===== src/rtl/octal_ram_op_sequencer.sv =====
// Octal RAM command sequencer: runs the bring-up ops, then turns host requests into
// op-code/done handshakes with idle gaps, a per-op watchdog and read-data return.
module octal_ram_op_sequencer #(
  parameter int unsigned TIMEOUT_CYCLES = 4096,
  parameter int unsigned IDLE_GAP       = 2,
  parameter bit          BOOT_VERIFY    = 1'b1
) (
  input  logic        iClk,
  input  logic        iRst,
  input  logic        iReq_Valid,
  output logic        oReq_Ready,
  input  logic        iReq_Wr,
  input  logic [31:0] iReq_Addr,
  input  logic [15:0] iReq_Data,
  output logic        oRsp_Valid,
  output logic        oRsp_Wr,
  output logic [15:0] oRsp_Data,
  output logic        oInit_Done,
  output logic        oFault,
  output logic [2:0]  oFault_Op,
  output logic [2:0]  oOp_Code,
  input  logic        iOp_Done,
  output logic [31:0] oAddress,
  output logic [15:0] oData,
  input  logic [15:0] iData
);

  typedef enum logic [2:0] {
    StBootRst, StBootMrw, StBootMrr, StGap, StReady, StWr, StRd, StFault
  } state_e;

  localparam logic [15:0] WdLast  = 16'(TIMEOUT_CYCLES - 1);
  localparam logic [3:0]  GapLast = 4'(IDLE_GAP - 1);

  state_e      state_q, state_d, gap_next_q, gap_next_d;
  logic [3:0]  gap_cnt_q, gap_cnt_d;
  logic [15:0] wd_q, wd_d;
  logic [2:0]  op_code_q, op_code_d, fault_op_q, fault_op_d;
  logic        ready_q, ready_d, rsp_valid_q, rsp_valid_d, rsp_wr_q, rsp_wr_d;
  logic        init_done_q, init_done_d, fault_q, fault_d, req_wr_q, req_wr_d;
  logic [15:0] rsp_data_q, rsp_data_d, data_q, data_d;
  logic [31:0] addr_q, addr_d;
  logic        op_active, op_done, wd_expired;

  function automatic logic [2:0] op_code_of(state_e s);
    case (s)
      StBootRst: op_code_of = 3'd1;
      StBootMrw: op_code_of = 3'd2;
      StBootMrr: op_code_of = 3'd3;
      StWr:      op_code_of = 3'd4;
      StRd:      op_code_of = 3'd5;
      default:   op_code_of = 3'd0;
    endcase
  endfunction

  // An op is live only once its code is visible; this keeps the reset-exit cycle out of it.
  assign op_active  = (op_code_q != 3'd0);
  assign op_done    = op_active && iOp_Done;
  assign wd_expired = op_active && (wd_q == WdLast);

  always_comb begin
    state_d     = state_q;
    gap_next_d  = gap_next_q;
    gap_cnt_d   = gap_cnt_q;
    wd_d        = op_active ? wd_q + 16'd1 : wd_q;
    fault_d     = fault_q;
    fault_op_d  = fault_op_q;
    rsp_valid_d = 1'b0;
    rsp_wr_d    = rsp_wr_q;
    rsp_data_d  = rsp_data_q;
    addr_d      = addr_q;
    data_d      = data_q;
    req_wr_d    = req_wr_q;

    unique case (state_q)
      StBootRst, StBootMrw, StBootMrr, StWr, StRd: begin
        if (op_done) begin
          state_d   = StGap;
          gap_cnt_d = 4'd0;
          if (state_q == StBootRst) begin
            gap_next_d = StBootMrw;
          end else if (state_q == StBootMrw && BOOT_VERIFY) begin
            gap_next_d = StBootMrr;
          end else begin
            gap_next_d = StReady;
          end
          if (state_q == StWr || state_q == StRd) begin
            rsp_valid_d = 1'b1;
            rsp_wr_d    = req_wr_q;
            rsp_data_d  = req_wr_q ? 16'h0000 : iData;
          end
        end else if (wd_expired) begin
          state_d    = StFault;
          fault_d    = 1'b1;
          fault_op_d = op_code_q;
        end
      end
      StGap: begin
        if (gap_cnt_q == GapLast) begin
          state_d = gap_next_q;
        end else begin
          gap_cnt_d = gap_cnt_q + 4'd1;
        end
      end
      StReady: begin
        if (iReq_Valid && ready_q) begin
          state_d  = iReq_Wr ? StWr : StRd;
          addr_d   = iReq_Addr;
          data_d   = iReq_Data;
          req_wr_d = iReq_Wr;
        end
      end
      StFault: begin
      end
    endcase

    if (state_d != state_q) begin
      wd_d = 16'd0;
    end
    op_code_d   = op_code_of(state_d);
    ready_d     = (state_d == StReady);
    init_done_d = init_done_q | ready_d;
  end

  always_ff @(posedge iClk) begin
    if (iRst) begin
      state_q     <= StBootRst;
      gap_next_q  <= StBootRst;
      gap_cnt_q   <= 4'd0;
      wd_q        <= 16'd0;
      op_code_q   <= 3'd0;
      fault_op_q  <= 3'd0;
      ready_q     <= 1'b0;
      rsp_valid_q <= 1'b0;
      rsp_wr_q    <= 1'b0;
      rsp_data_q  <= 16'h0000;
      init_done_q <= 1'b0;
      fault_q     <= 1'b0;
      req_wr_q    <= 1'b0;
      addr_q      <= 32'h0;
      data_q      <= 16'h0000;
    end else begin
      state_q     <= state_d;
      gap_next_q  <= gap_next_d;
      gap_cnt_q   <= gap_cnt_d;
      wd_q        <= wd_d;
      op_code_q   <= op_code_d;
      fault_op_q  <= fault_op_d;
      ready_q     <= ready_d;
      rsp_valid_q <= rsp_valid_d;
      rsp_wr_q    <= rsp_wr_d;
      rsp_data_q  <= rsp_data_d;
      init_done_q <= init_done_d;
      fault_q     <= fault_d;
      req_wr_q    <= req_wr_d;
      addr_q      <= addr_d;
      data_q      <= data_d;
    end
  end

  assign oReq_Ready = ready_q;
  assign oRsp_Valid = rsp_valid_q;
  assign oRsp_Wr    = rsp_wr_q;
  assign oRsp_Data  = rsp_data_q;
  assign oInit_Done = init_done_q;
  assign oFault     = fault_q;
  assign oFault_Op  = fault_op_q;
  assign oOp_Code   = op_code_q;
  assign oAddress   = addr_q;
  assign oData      = data_q;

endmodule


===== config.mk =====
export PLATFORM = sky130hd
export DESIGN_NAME = octal_ram_op_sequencer
export DESIGN_NICKNAME = d
export VERILOG_FILES = /design/src/rtl/octal_ram_op_sequencer.sv
export SDC_FILE = /design/constraint.sdc
export NUM_CORES = 1
export LEC_CHECK = 0
export CAP_MARGIN = 30
export CELL_PAD_IN_SITES_DETAIL_PLACEMENT = 2
export CELL_PAD_IN_SITES_GLOBAL_PLACEMENT = 2
export CORE_MARGIN = 2
export CORE_UTILIZATION = 25
export DETAILED_ROUTE_END_ITERATION = 16
export HOLD_SLACK_MARGIN = 0.03
export PLACE_DENSITY = 0.82
export RECOVER_POWER = 50
export SKIP_LAST_GASP = 1
export SLEW_MARGIN = 20
export SYNTH_ARGS = -nofsm -noshare
export SYNTH_HDL_FRONTEND = slang
export SYNTH_SLANG_ARGS = --single-unit

===== constraint.sdc =====
create_clock -name iClk -period 2.6 [get_ports iClk]
set_input_delay 0.52 -clock iClk [delete_from_list [all_inputs] [get_ports iClk]]
set_output_delay 0.52 -clock iClk [all_outputs]
set_load 0.02 [all_outputs]

==> impl_metrics.json <==
{
  "clockBufferDepth": 2,
  "ir_worst_vdd_v": 0.0003011,
  "syn_inst": 501,
  "dr.pass1.iters": 4,
  "dp.cells": 853,
  "power_mw": 3.694,
  "start_kind": "flip-flop",
  "syn_nets": 576,
  "critPathKind": "flip-flop to flip-flop",
  "gp_congestion": 0.7899,
  "overflow": 0,
  "yosysMostFrequentCell": "nand2_1",
  "wire_per_inst_um": 18.11,
  "p_leak_nw": 2.256,
  "clock_sinks": 102,
  "wl_mm": 15.72,
  "coreArea_um2": 16470,
  "maxCapViolCount": 0,
  "use_met1_pct": 18.92,
  "cts_tree": "done",
  "cts_buffers": 9,
  "critPathRequiredTime_ns": 2.85,
  "avgSynthCellArea_um2": 8.356,
  "tightest_slew_ns": 0.8710,
  "grt_max_degree": 51,
  "final.period_utilization_pct": 96.84,
  "yosys_warnings": 0,
  "yosys-top-cells-count": "138 x nand2_1, 102 x dfxtp_1, 75 x a21oi_1, 28 x clkbuf_1, 17 x nand3b_1",
  "rsz0062_at_grt": "true",
  "fp.dieArea_um2": 17800,
  "end_kind": "flip-flop",
  "finish.utilization_pct": 37.84,
  "portBuffers": 143,
  "synthMuxAreaShare_pct": 1.435,
  "synthTopCellsByArea": "dfxtp_1 49%, nand2_1 12%, a21oi_1 9.0%, nand3b_1 3.0%, clkbuf_1 2.5%",
  "cts.reportedPaths.clkPinSlew_ns": 0.07,
  "viasPerCell": 4.818,
  "synth_compound_area_share_pct": 16.74,
  "finalHoldViolations": 0,
  "grt_use_met3_pct": 4.680,
  "fmax_mhz": 397.2,
  "hpwl_mm": 11.32,
  "synth_xor_xnor_area_share_pct": 2.510,
  "setup_viol": 0,
  "grtUsageMet2_pct": 32.88,
  "vias": 4182,
  "grt_usage_pct": 17.73,
  "max_slew_margin_pct": 41.93,
  "min_period_ns": 2.518,
  "first_global_vias": 4678,
  "hold_ws_ns": 0.4547,
  "synth.top_cell.area_share_pct": 48.77,
  "die_w_um": 133.4,
  "synth_top_cell_by_area": "dfxtp_1",
  "first_iter_violations": 90,
  "start_util_pct": 25.43,
  "slew_viol_final": 0,
  "async_flop_share_pct": 0,
  "cts_setup_buffers": 0,
  "ant_nets": 0,
  "setup_tns_ns": 0,
  "finClkSkew_ns": 0.01197,
  "num_rows": 47,
  "synth-simple-area-share_pct": 25.31,
  "fin_cells": 868,
  "synth-main-ff-cell": "dfxtp_1",
  "antenna_found_initial": 0,
  "cts-root-buf": "clkbuf_16",
  "post_synth_fa_ha_maj_area_fraction_pct": 1.793,
  "hp-class": "flip-flop to flip-flop",
  "powerDensity_nw_per_um2": 592.9,
  "clk_latency_ns": 0.36,
  "cts_max_level": 3,
  "drcViolationCount": 0,
  "drive_above_1_share_pct": 7.716,
  "num_antenna_cells": 0,
  "synth_seq_area_share_pct": 48.77,
  "top_usage_layer": "met2",
  "crit_arrival_ns": 2.77,
  "synth_edf_count": 0,
  "synth_top_family_by_area": "simple AND/OR/NAND/NOR gates",
  "area_growth_pct": 48.83,
  "synthesis.area_um2": 4187,
  "ios": 144,
  "num-nets-final": 719,
  "ys_ff_latch": 102,
  "status": "finished, final reports clean",
  "die_height_um": 133.4,
  "cp_max_fo": 7,
  "grt_pass1_wl_mm": 24.88,
  "ys_types": 51
}
[stage by stage]
step,area [um2],worst slack (ns)
after floorplan,4187,0.2852
after global placement,5919,0.2061
after detailed placement,5919,-0.03871
after CTS,6218,0.02101
after global routing,6231,-0.05690
final,6231,0.08217
[registers in the layout (all words and copies together) (netlist names)]
signal and count:
oAddress 32, oData 16, oRsp_Data 16, wd_q 16, gap_cnt_q 4, gap_next_q 3
oFault_Op 3, oOp_Code 3, state_q 3, oFault 1, oInit_Done 1, oReq_Ready 1
oRsp_Valid 1, oRsp_Wr 1, req_wr_q 1
[logic make-up after synthesis]
kind of cell             count (synthesis)
buffers and inverters                   37
XOR/XNOR                                12
AO/OA/AOI/OAI                          115
multiplexers                             6
adder cells (fa/ha/maj)                  6
AND/OR/NAND/NOR                        223
flip-flops                             102
[power by group]
| group | switching (mW) | internal (mW) |
|---|---|---|
| registers | 0.0590 | 1.61 |
| logic | 0.353 | 0.308 |
| clock network | 0.623 | 0.744 |
[cells in the final DEF, fill, tap and decap left out, drive strengths merged, types with 8 or more instances in the layout]
cell / instances
clkdlybuf4s50: 75
a21oi: 75
dfxtp: 102
nand3b: 17
dlygate4sd3: 67
nand4: 8
nor2: 10
clkbuf: 13
buf: 17
nand2: 138
nor3: 17
[path summary, 6_finish.rpt]
path,startpoint,end,slack (ns),cells past startpoint
max,wd_q[12],oOp_Code[1],0.08,8
min,oRsp_Data[1],oRsp_Data[1],0.45,2
max reg2reg,wd_q[12],oOp_Code[1],0.08,8
min reg2reg,oRsp_Data[1],oRsp_Data[1],0.45,2
[worst max-delay path: stages (launching register included)]
cell and delay [ns]:
dfxtp_1 0.37, or4b_4 0.61, nor4_4 0.33, nand2_1 0.16, a31o_2 0.28, ha_1 0.22
nor2_1 0.21, nor2_1 0.06, and3_1 0.17
[area by class of cell]
| type | instances | area (um2) |
|---|---|---|
| clock inverters | 5 | 58.81 |
| flip-flops and latches | 102 | 2043 |
| inverters | 7 | 26.28 |
| fillers | 1858 | 10230 |
| repair buffers | 162 | 1558 |
| well taps | 220 | 275.3 |
| multi-input cells | 362 | 2041 |
| clock buffers | 10 | 229.0 |
[per-layer routing]
layer,share of wire [%],routed length (um)
met1,39,6104
met2,53,8393
met3,4.6,719
met4,3.2,500
met5,0,0
[repair_timing]
action                                  CTS  global route
hold buffers                              0             0
endpoints found under the setup margin    1             3
endpoints found under the hold margin     0             0
gates resized for setup                   2             5
(Power assumes the default switching activity.)
